<file path="src/rtl/mult_pkg.sv">
// Shared widths and command decode for the shift-add multiplier datapath.
// Every width in the block derives from DATA_W.
package mult_pkg;

  localparam int DATA_W = 8;
  localparam int SUM_W  = DATA_W + 1;

  typedef enum logic [2:0] {
    CMD_HOLD,
    CMD_LOAD,
    CMD_CLR,
    CMD_SUB,
    CMD_ADD,
    CMD_SHIFT
  } cmd_e;

  // Collapse the raw strobes to the single command that wins this cycle.
  function automatic cmd_e cmd_decode(
    input logic clr_ld_n,
    input logic clr_xa,
    input logic sub,
    input logic add,
    input logic shift_en
  );
    cmd_e c;
    if (!clr_ld_n)    c = CMD_LOAD;
    else if (clr_xa)  c = CMD_CLR;
    else if (sub)     c = CMD_SUB;
    else if (add)     c = CMD_ADD;
    else if (shift_en) c = CMD_SHIFT;
    else              c = CMD_HOLD;
    return c;
  endfunction

endpackage

</file>
<file path="src/rtl/adder_9.sv">
// Combinational sign-extended add/subtract for the X:A accumulator.
// Subtract is invert-b with a carry-in of one; carry out is dropped.
module adder_9
  import mult_pkg::*;
(
  input  logic [SUM_W-1:0] a,
  input  logic [SUM_W-1:0] b,
  input  logic             sub,
  output logic [SUM_W-1:0] s
);

  logic [SUM_W-1:0] b_eff;
  logic [SUM_W-1:0] cin;

  always_comb begin
    b_eff = sub ? ~b : b;
    cin   = {{(SUM_W-1){1'b0}}, sub};
    s     = a + b_eff + cin;
  end

endmodule

</file>
<file path="src/rtl/multiplier_datapath.sv">
// X:A:B register chain of the signed shift-add multiplier.
// M exposes B[0] to the external control unit.
module multiplier_datapath
  import mult_pkg::*;
(
  input  logic              Clk,
  input  logic              Reset,
  input  logic [DATA_W-1:0] SW,
  input  logic              Clr_Ld,
  input  logic              Shift_En,
  input  logic              Add,
  input  logic              Sub,
  input  logic              Clr_XA,
  output logic [DATA_W-1:0] Aval,
  output logic [DATA_W-1:0] Bval,
  output logic              Xval,
  output logic              M
);

  logic              x_q, x_d;
  logic [DATA_W-1:0] a_q, a_d;
  logic [DATA_W-1:0] b_q, b_d;
  logic [SUM_W-1:0]  sum;
  cmd_e              cmd;

  adder_9 u_add (
    .a   ({a_q[DATA_W-1], a_q}),
    .b   ({SW[DATA_W-1], SW}),
    .sub (Sub),
    .s   (sum)
  );

  always_comb begin
    cmd = cmd_decode(Clr_Ld, Clr_XA, Sub, Add, Shift_En);
    x_d = x_q;
    a_d = a_q;
    b_d = b_q;
    unique case (cmd)
      CMD_LOAD: begin
        x_d = 1'b0;
        a_d = '0;
        b_d = SW;
      end
      CMD_CLR: begin
        x_d = 1'b0;
        a_d = '0;
      end
      CMD_SUB,
      CMD_ADD: begin
        x_d = sum[SUM_W-1];
        a_d = sum[DATA_W-1:0];
      end
      CMD_SHIFT: begin
        a_d = {x_q, a_q[DATA_W-1:1]};
        b_d = {a_q[0], b_q[DATA_W-1:1]};
      end
      CMD_HOLD: ;
      default: ;
    endcase
  end

  always_ff @(posedge Clk or negedge Reset) begin
    if (!Reset) begin
      x_q <= 1'b0;
      a_q <= '0;
      b_q <= '0;
    end else begin
      x_q <= x_d;
      a_q <= a_d;
      b_q <= b_d;
    end
  end

  assign Aval = a_q;
  assign Bval = b_q;
  assign Xval = x_q;
  assign M    = b_q[0];

endmodule

</file>
<file path="config.mk">
export PLATFORM = sky130hd
export DESIGN_NAME = multiplier_datapath
export DESIGN_NICKNAME = d
export VERILOG_FILES = /design/src/rtl/mult_pkg.sv /design/src/rtl/adder_9.sv /design/src/rtl/multiplier_datapath.sv
export SDC_FILE = /design/constraint.sdc
export NUM_CORES = 1
export LEC_CHECK = 0
export BUFFER_PORTS_ARGS = -buffer_cell sky130_fd_sc_hd__buf_2
export CAP_MARGIN = 5
export CORE_ASPECT_RATIO = 0.6
export CORE_UTILIZATION = 54
export CTS_BUF_LIST = sky130_fd_sc_hd__clkbuf_4 sky130_fd_sc_hd__clkbuf_8
export DETAILED_ROUTE_END_ITERATION = 12
export PLACE_DENSITY = 0.81
export REMOVE_ABC_BUFFERS = 1
export SLEW_MARGIN = 20
export SYNTH_ARGS = -nofsm -noshare
export SYNTH_HDL_FRONTEND = slang
export SYNTH_SLANG_ARGS = --single-unit
</file>
<file path="constraint.sdc">
create_clock -name Clk -period 2.16 [get_ports Clk]
set_input_delay 0.108 -clock Clk [delete_from_list [all_inputs] [get_ports Clk]]
set_output_delay 0.108 -clock Clk [all_outputs]
set_load 0.01 [all_outputs]
</file>
=== Word level (Yosys, flattened, before mapping) ===
Index checks and enable logic that the tools add are counted.

* Register bits after elaboration: 17
* Input port bits: 15
* Output and inout bits: 18

* Add/subtract/negate cells: 2
* Equality and inequality tests: 5
* Multiplexer cells: 9
* Bitwise logic cells: 1
* Reductions and logical operators: 5

{| class="wikitable"
|+ Operators by type and width
! kind !! number
|-
| $pmux 8 s3 || 1
|-
| $pmux 8 s2 || 1
|-
| $mux 3 || 5
|-
| $add 9x1->9 || 1
|-
| $add 9x9->9 || 1
|-
| $mux 9 || 1
|-
| $not 9->9 || 1
|-
| $eq 3x2->1 const B || 2
|-
| $eq 3x3->1 const B || 2
|-
| $reduce_bool 2->1 || 2
|-
| $reduce_or 2->1 || 2
|-
| $eq 3x1->1 const B || 1
|-
| $reduce_bool 3->1 || 1
|-
| $pmux 1 s2 || 1
|}

=== Depth between registers and ports, before layout ===
* Word-level depth: 8
* Mapped depth: 9
* Mapped depth without buffers: 8

=== Hierarchy ===
A second synthesis with hierarchy kept.

* Cells, all modules: 144
* Area, all modules: 1,332.5 um2

{| class="wikitable"
|+ By module, submodules not included
! module !! instances !! cells an instance !! area an instance (um2) !! seq. area each (um2)
|-
| multiplier_datapath || 1 || 81 || 843.3 || 425.4
|-
| adder_9 || 1 || 63 || 489.2 || 0.0
|}

=== Least setup slack after synthesis ===
Ideal clock, no wire load.

* Kind: register -> register
* Start: register a_q[0] (netlist: Aval[0])
* End: register a_q[6] (netlist: Aval[6])
* Library setup time: 0.133 ns
* Arrival: 1.607 ns
* Setup slack: 0.421 ns
* Cell stages (with the launch flop): 8
* Path buffers: 0
* Clock period less this slack: 1.739 ns
* Cells stage by stage: dfrtp_1 -> mux2i_2 -> fa_1 -> nor2b_1 -> o31a_1 -> o21ai_1 -> mux2i_1 -> o211ai_1

* Longest elaborated chain between the ends: 3

{| class="wikitable"
|+ RTL lines
! item !! line !! text
|-
| start: declaration || multiplier_datapath.sv:21 || <nowiki>logic [DATA_W-1:0] a_q, a_d;</nowiki>
|-
| start signal: assignment || multiplier_datapath.sv:65 || <nowiki>a_q <= '0;</nowiki>
|-
| start signal: assignment || multiplier_datapath.sv:69 || <nowiki>a_q <= a_d;</nowiki>
|-
| $add 9x9->9 || adder_9.sv:18 || <nowiki>s = a + b_eff + cin;</nowiki>
|-
| $add 9x1->9 || adder_9.sv:18 ||
|-
| $pmux 8 s3 || multiplier_datapath.sv:38 || <nowiki>unique case (cmd)</nowiki>
|}

No other way between the ends.
A chain may end at the register's enable or synchronous reset.

=== Worst setup path after layout ===
Ends and elaborated chain as after synthesis.

==> flow_results.org <==
** Status
- Status :: complete, no violations

** Placement
- Post-DP HPWL :: 2220 um
- Including well taps, the total number of placed cells is 188.
- At the end of routability-driven placement, the weighted congestion stood at between 0.8 and 0.9.
- Before CTS, the worst setup slack after placement is around 0.19 ns.
- PortBufs :: 32
- Placed cell areas :: about 1400 um2

** Finish
- The repair_antennas step left the layout with diodes totalling 0.
- Counting the fill cells in the layout gives approximately 190.
- Layout area overhead :: 17.1%
- Fin nets :: 187
- At the end of the flow the core is filled with cells to between 60% and 70%.
- Fraction of final layout cells sized beyond drive strength 1 :: roughly a quarter
- Leaving out filler cells and counting taps, the final layout contains 193.
- Final non-filler cell area :: ~1500 um2

** Logic synthesis
- Fraction of the yosys area taken by sequential cells :: between 30 and 40%
- The synthesized design spends more area on one cell type than any other, namely sky130_fd_sc_hd__dfrtp_1.
- Post-synth design cell area :: 1260 um2
- In the post-synthesis netlist, the biggest area contributors are sky130_fd_sc_hd__dfrtp_1 (34%), sky130_fd_sc_hd__mux2i_1 (13%), sky130_fd_sc_hd__ha_1 (7.0%), sky130_fd_sc_hd__xor2_1 (6.3%), sky130_fd_sc_hd__a21oi_1 (5.6%).
- Each instance of the synthesized netlist takes up on average 9.45 um2.
- Synthesis Warnings :: 0
- Synthesis produced approximately 130 cells.
- After synthesis the netlist holds a flip-flop and latch count of 17.
- Synthesis instantiated 41 different standard cells from the library.
- In this run the biggest area consumer among cell types represents 33.9% of the synthesized area.

** Clock tree
- The tree is rooted in a sky130_fd_sc_hd__clkbuf_8.
- Number of setup buffers added after CTS :: 0
- Clock-pin slew on the worst setup and hold paths :: approximately 0.070 ns
- CTS built an H-tree with a depth of 1.
- TritonCTS created 3 clock buffers.
- TritonCTS built the clock tree.
- In this run the deepest clock path goes through 2 buffers.
- Num Clock Sinks :: 17
- At the later pin of the worst-skew pair, clock insertion delay measures 0.25 ns.

** Timing
- Final worst-path setup slack :: 0.171 ns
- The clock period could shrink to ~2 ns.
- Max-Slew Margin vs Limit :: between 70% and 80%
- Clock skew on the completed layout was measured at between 0.003 and 0.004 ns.
- Final sum of negative setup slack :: 0 ns
- Hold violation total from the final report :: 0
- Setup repair after global routing missed its margin :: false
- Share of the clock period used by the worst path after layout :: a little over 90%
- Setup violations remaining at the end of the flow were counted as 0.
- Hold is met by about 0.12 ns.
- The count of final max-slew check failures is 0.
- Worst Tran Pin Value :: 0.396 ns
- Based on the critical path, the design can be clocked at up to ~500 MHz.

** Critical path
- CP Max Fanout :: 5
- Critical path startpoint category :: register
- Type of destination of the critical path :: register
- For the worst setup path, the data required time is ~2.3 ns.
- Data on the critical path arrives at its endpoint at 2.12 ns.
- Setup CP Type :: reg2reg

** Power
- For this design the ratio of total power to cell area is about 640 nW/um2.
- Worst-case vdd ir drop :: 0.389 mV
- The design draws roughly 940 uW.
- Static power due to leakage :: between 0.6 and 0.7 nW

** Drt
- The first detailed-routing pass took 4 iterations.
- The count of nets left with antenna violations once routing finished came out at 0.
- After detailed routing, the average wire length per cell comes to about 15 um.
- For this block, the routed nets add up to 2970 um of wire.
- In this run, the number of DRC markers left after iteration 0 of detailed routing was 31.
- Using the TritonRoute via totals, the vias-per-cell ratio works out to between 5 and 6.
- After detailed routing, the number of remaining DRC violations is 0.
- The routed layout has 1,110 vias.

** Global routing
- The total overflow left after global routing is 0.
- Number of global-route vias before repair :: slightly above 900
- The number of antenna violations at the first check in global routing came to 0.
- The first global-routing pass estimated approximately 4500 um of wire.
- Total GRT Usage :: ~25%
- Entering global routing, the biggest net connects 19 pins.

** Floorplanning
- Height of the die :: between 30 and 40 um
- I/O pin count :: 33
- Initial cell density of the core :: between 50% and 60%
- Standard cell core area :: ~2200 um2
- Die footprint :: between 2000 and 3000 um2
- The floorplan has 13 rows.
- Die extent in x :: ~64 um

** Min path
- The path class of the tightest hold or removal check is in2reg.

** Run
- The tool flagged a number of max-cap violations equal to 0.
## worst paths after layout
check,from,to,slack [ns],cells past startpoint
max reg2reg,Aval[0],Aval[6],0.17,7
min in group asynchronous,Reset,Bval[2],0.31,2
max,Aval[0],Aval[6],0.17,7
min reg2reg,Xval,Xval,0.59,2
max in group asynchronous,Reset,Aval[4],1.57,2
min,SW[7],Bval[7],0.12,3
## repair_timing
| item | in CTS | in global routing |
|---|---|---|
| hold endpoints to repair | 17 | 0 |
| endpoints found under the setup margin | 0 | 0 |
| hold buffers | 1 | 0 |
| gates resized for setup | 0 | 0 |
## state kept, by name (all words and copies together), names as in the netlist
name	flops
Aval	8
Bval	8
Xval	1
## placed cells by master (no fill, tap or decap), drive strengths merged, types with 2 or more instances in the layout
cell type and count:
a21oi 14, xor2 9, nor2 20, ha 7, clkbuf 4, a211oi 4, mux2i 17, dfrtp 17
buf 32, inv 3, o22ai 2, o21ai 5, nand2 9
## cells in the mapped netlist
master                     count
sky130_fd_sc_hd__o21a_1        1
sky130_fd_sc_hd__o211a_1       1
sky130_fd_sc_hd__nor2_1       18
sky130_fd_sc_hd__a211oi_2      1
sky130_fd_sc_hd__xor2_1        9
sky130_fd_sc_hd__nor2_8        1
sky130_fd_sc_hd__buf_6         1
sky130_fd_sc_hd__fa_1          1
sky130_fd_sc_hd__nand3_1       1
sky130_fd_sc_hd__nand2b_1      1
sky130_fd_sc_hd__nor4b_1       1
sky130_fd_sc_hd__o211ai_1      1
sky130_fd_sc_hd__o21ai_0       3
sky130_fd_sc_hd__and2b_1       1
sky130_fd_sc_hd__or2_2         1
sky130_fd_sc_hd__ha_1          7
sky130_fd_sc_hd__nor3_1        1
sky130_fd_sc_hd__clkbuf_1      2
sky130_fd_sc_hd__o32a_1        1
sky130_fd_sc_hd__nand2_1       8
sky130_fd_sc_hd__buf_4         1
sky130_fd_sc_hd__o311ai_1      1
sky130_fd_sc_hd__buf_2         3
sky130_fd_sc_hd__nand4_1       1
sky130_fd_sc_hd__dfrtp_1      17
sky130_fd_sc_hd__nor2_4        1
sky130_fd_sc_hd__o21ai_1       1
sky130_fd_sc_hd__mux2i_1      16
sky130_fd_sc_hd__nor2b_1       1
sky130_fd_sc_hd__a21oi_1      14
sky130_fd_sc_hd__xnor2_1       1
sky130_fd_sc_hd__a211oi_1      3
sky130_fd_sc_hd__mux2i_2       1
sky130_fd_sc_hd__a31oi_1       1
sky130_fd_sc_hd__nand2_2       1
sky130_fd_sc_hd__o21ai_2       1
sky130_fd_sc_hd__nand4b_1      1
sky130_fd_sc_hd__o22ai_1       2
sky130_fd_sc_hd__o221ai_1      1
sky130_fd_sc_hd__o31a_1        1
sky130_fd_sc_hd__inv_1         3
## routing by layer
layer	global-route usage [%]	routed length (um)	vias to the layer above
met5	0	0	-
met4	7.22	22	0
met3	7.85	198	4
met2	38.4	1370	40
met1	32.8	1380	528
li1	-	-	538
## report_power, final
part,switching [mW],internal [mW]
sequential,0.0269,0.347
combinational,0.174,0.130
clock,0.117,0.144
total,0.317,0.620
## final cells by class
cell class	instances	area, um2	share of cell area (%)
multi-input combinational	106	778	52.9
inverter	3	11.3	0.765
tap	30	37.5	2.55
sequential	17	425	28.9
clock buffer	4	48.8	3.32
timing repair buffer	33	170	11.6
## critical path: stages, from the launching register on
cell and delay (ns):
sky130_fd_sc_hd__dfrtp_1 0.45, sky130_fd_sc_hd__mux2i_2 0.25, sky130_fd_sc_hd__fa_1 0.28, sky130_fd_sc_hd__nor2b_1 0.07, sky130_fd_sc_hd__o31a_1 0.28, sky130_fd_sc_hd__o21ai_1 0.19
sky130_fd_sc_hd__mux2i_1 0.23, sky130_fd_sc_hd__o211ai_1 0.11
## logic make-up after synthesis
logic type	synth area share [%]
adder cells (fa/ha/maj)	8.57
XOR/XNOR	6.97
buffers and inverters	4.18
AO/OA/AOI/OAI	17.0
AND/OR/NAND/NOR	15.5
multiplexers	13.8
flip-flops	33.9
No activity file was read; power rests on OpenSTA's default activity.
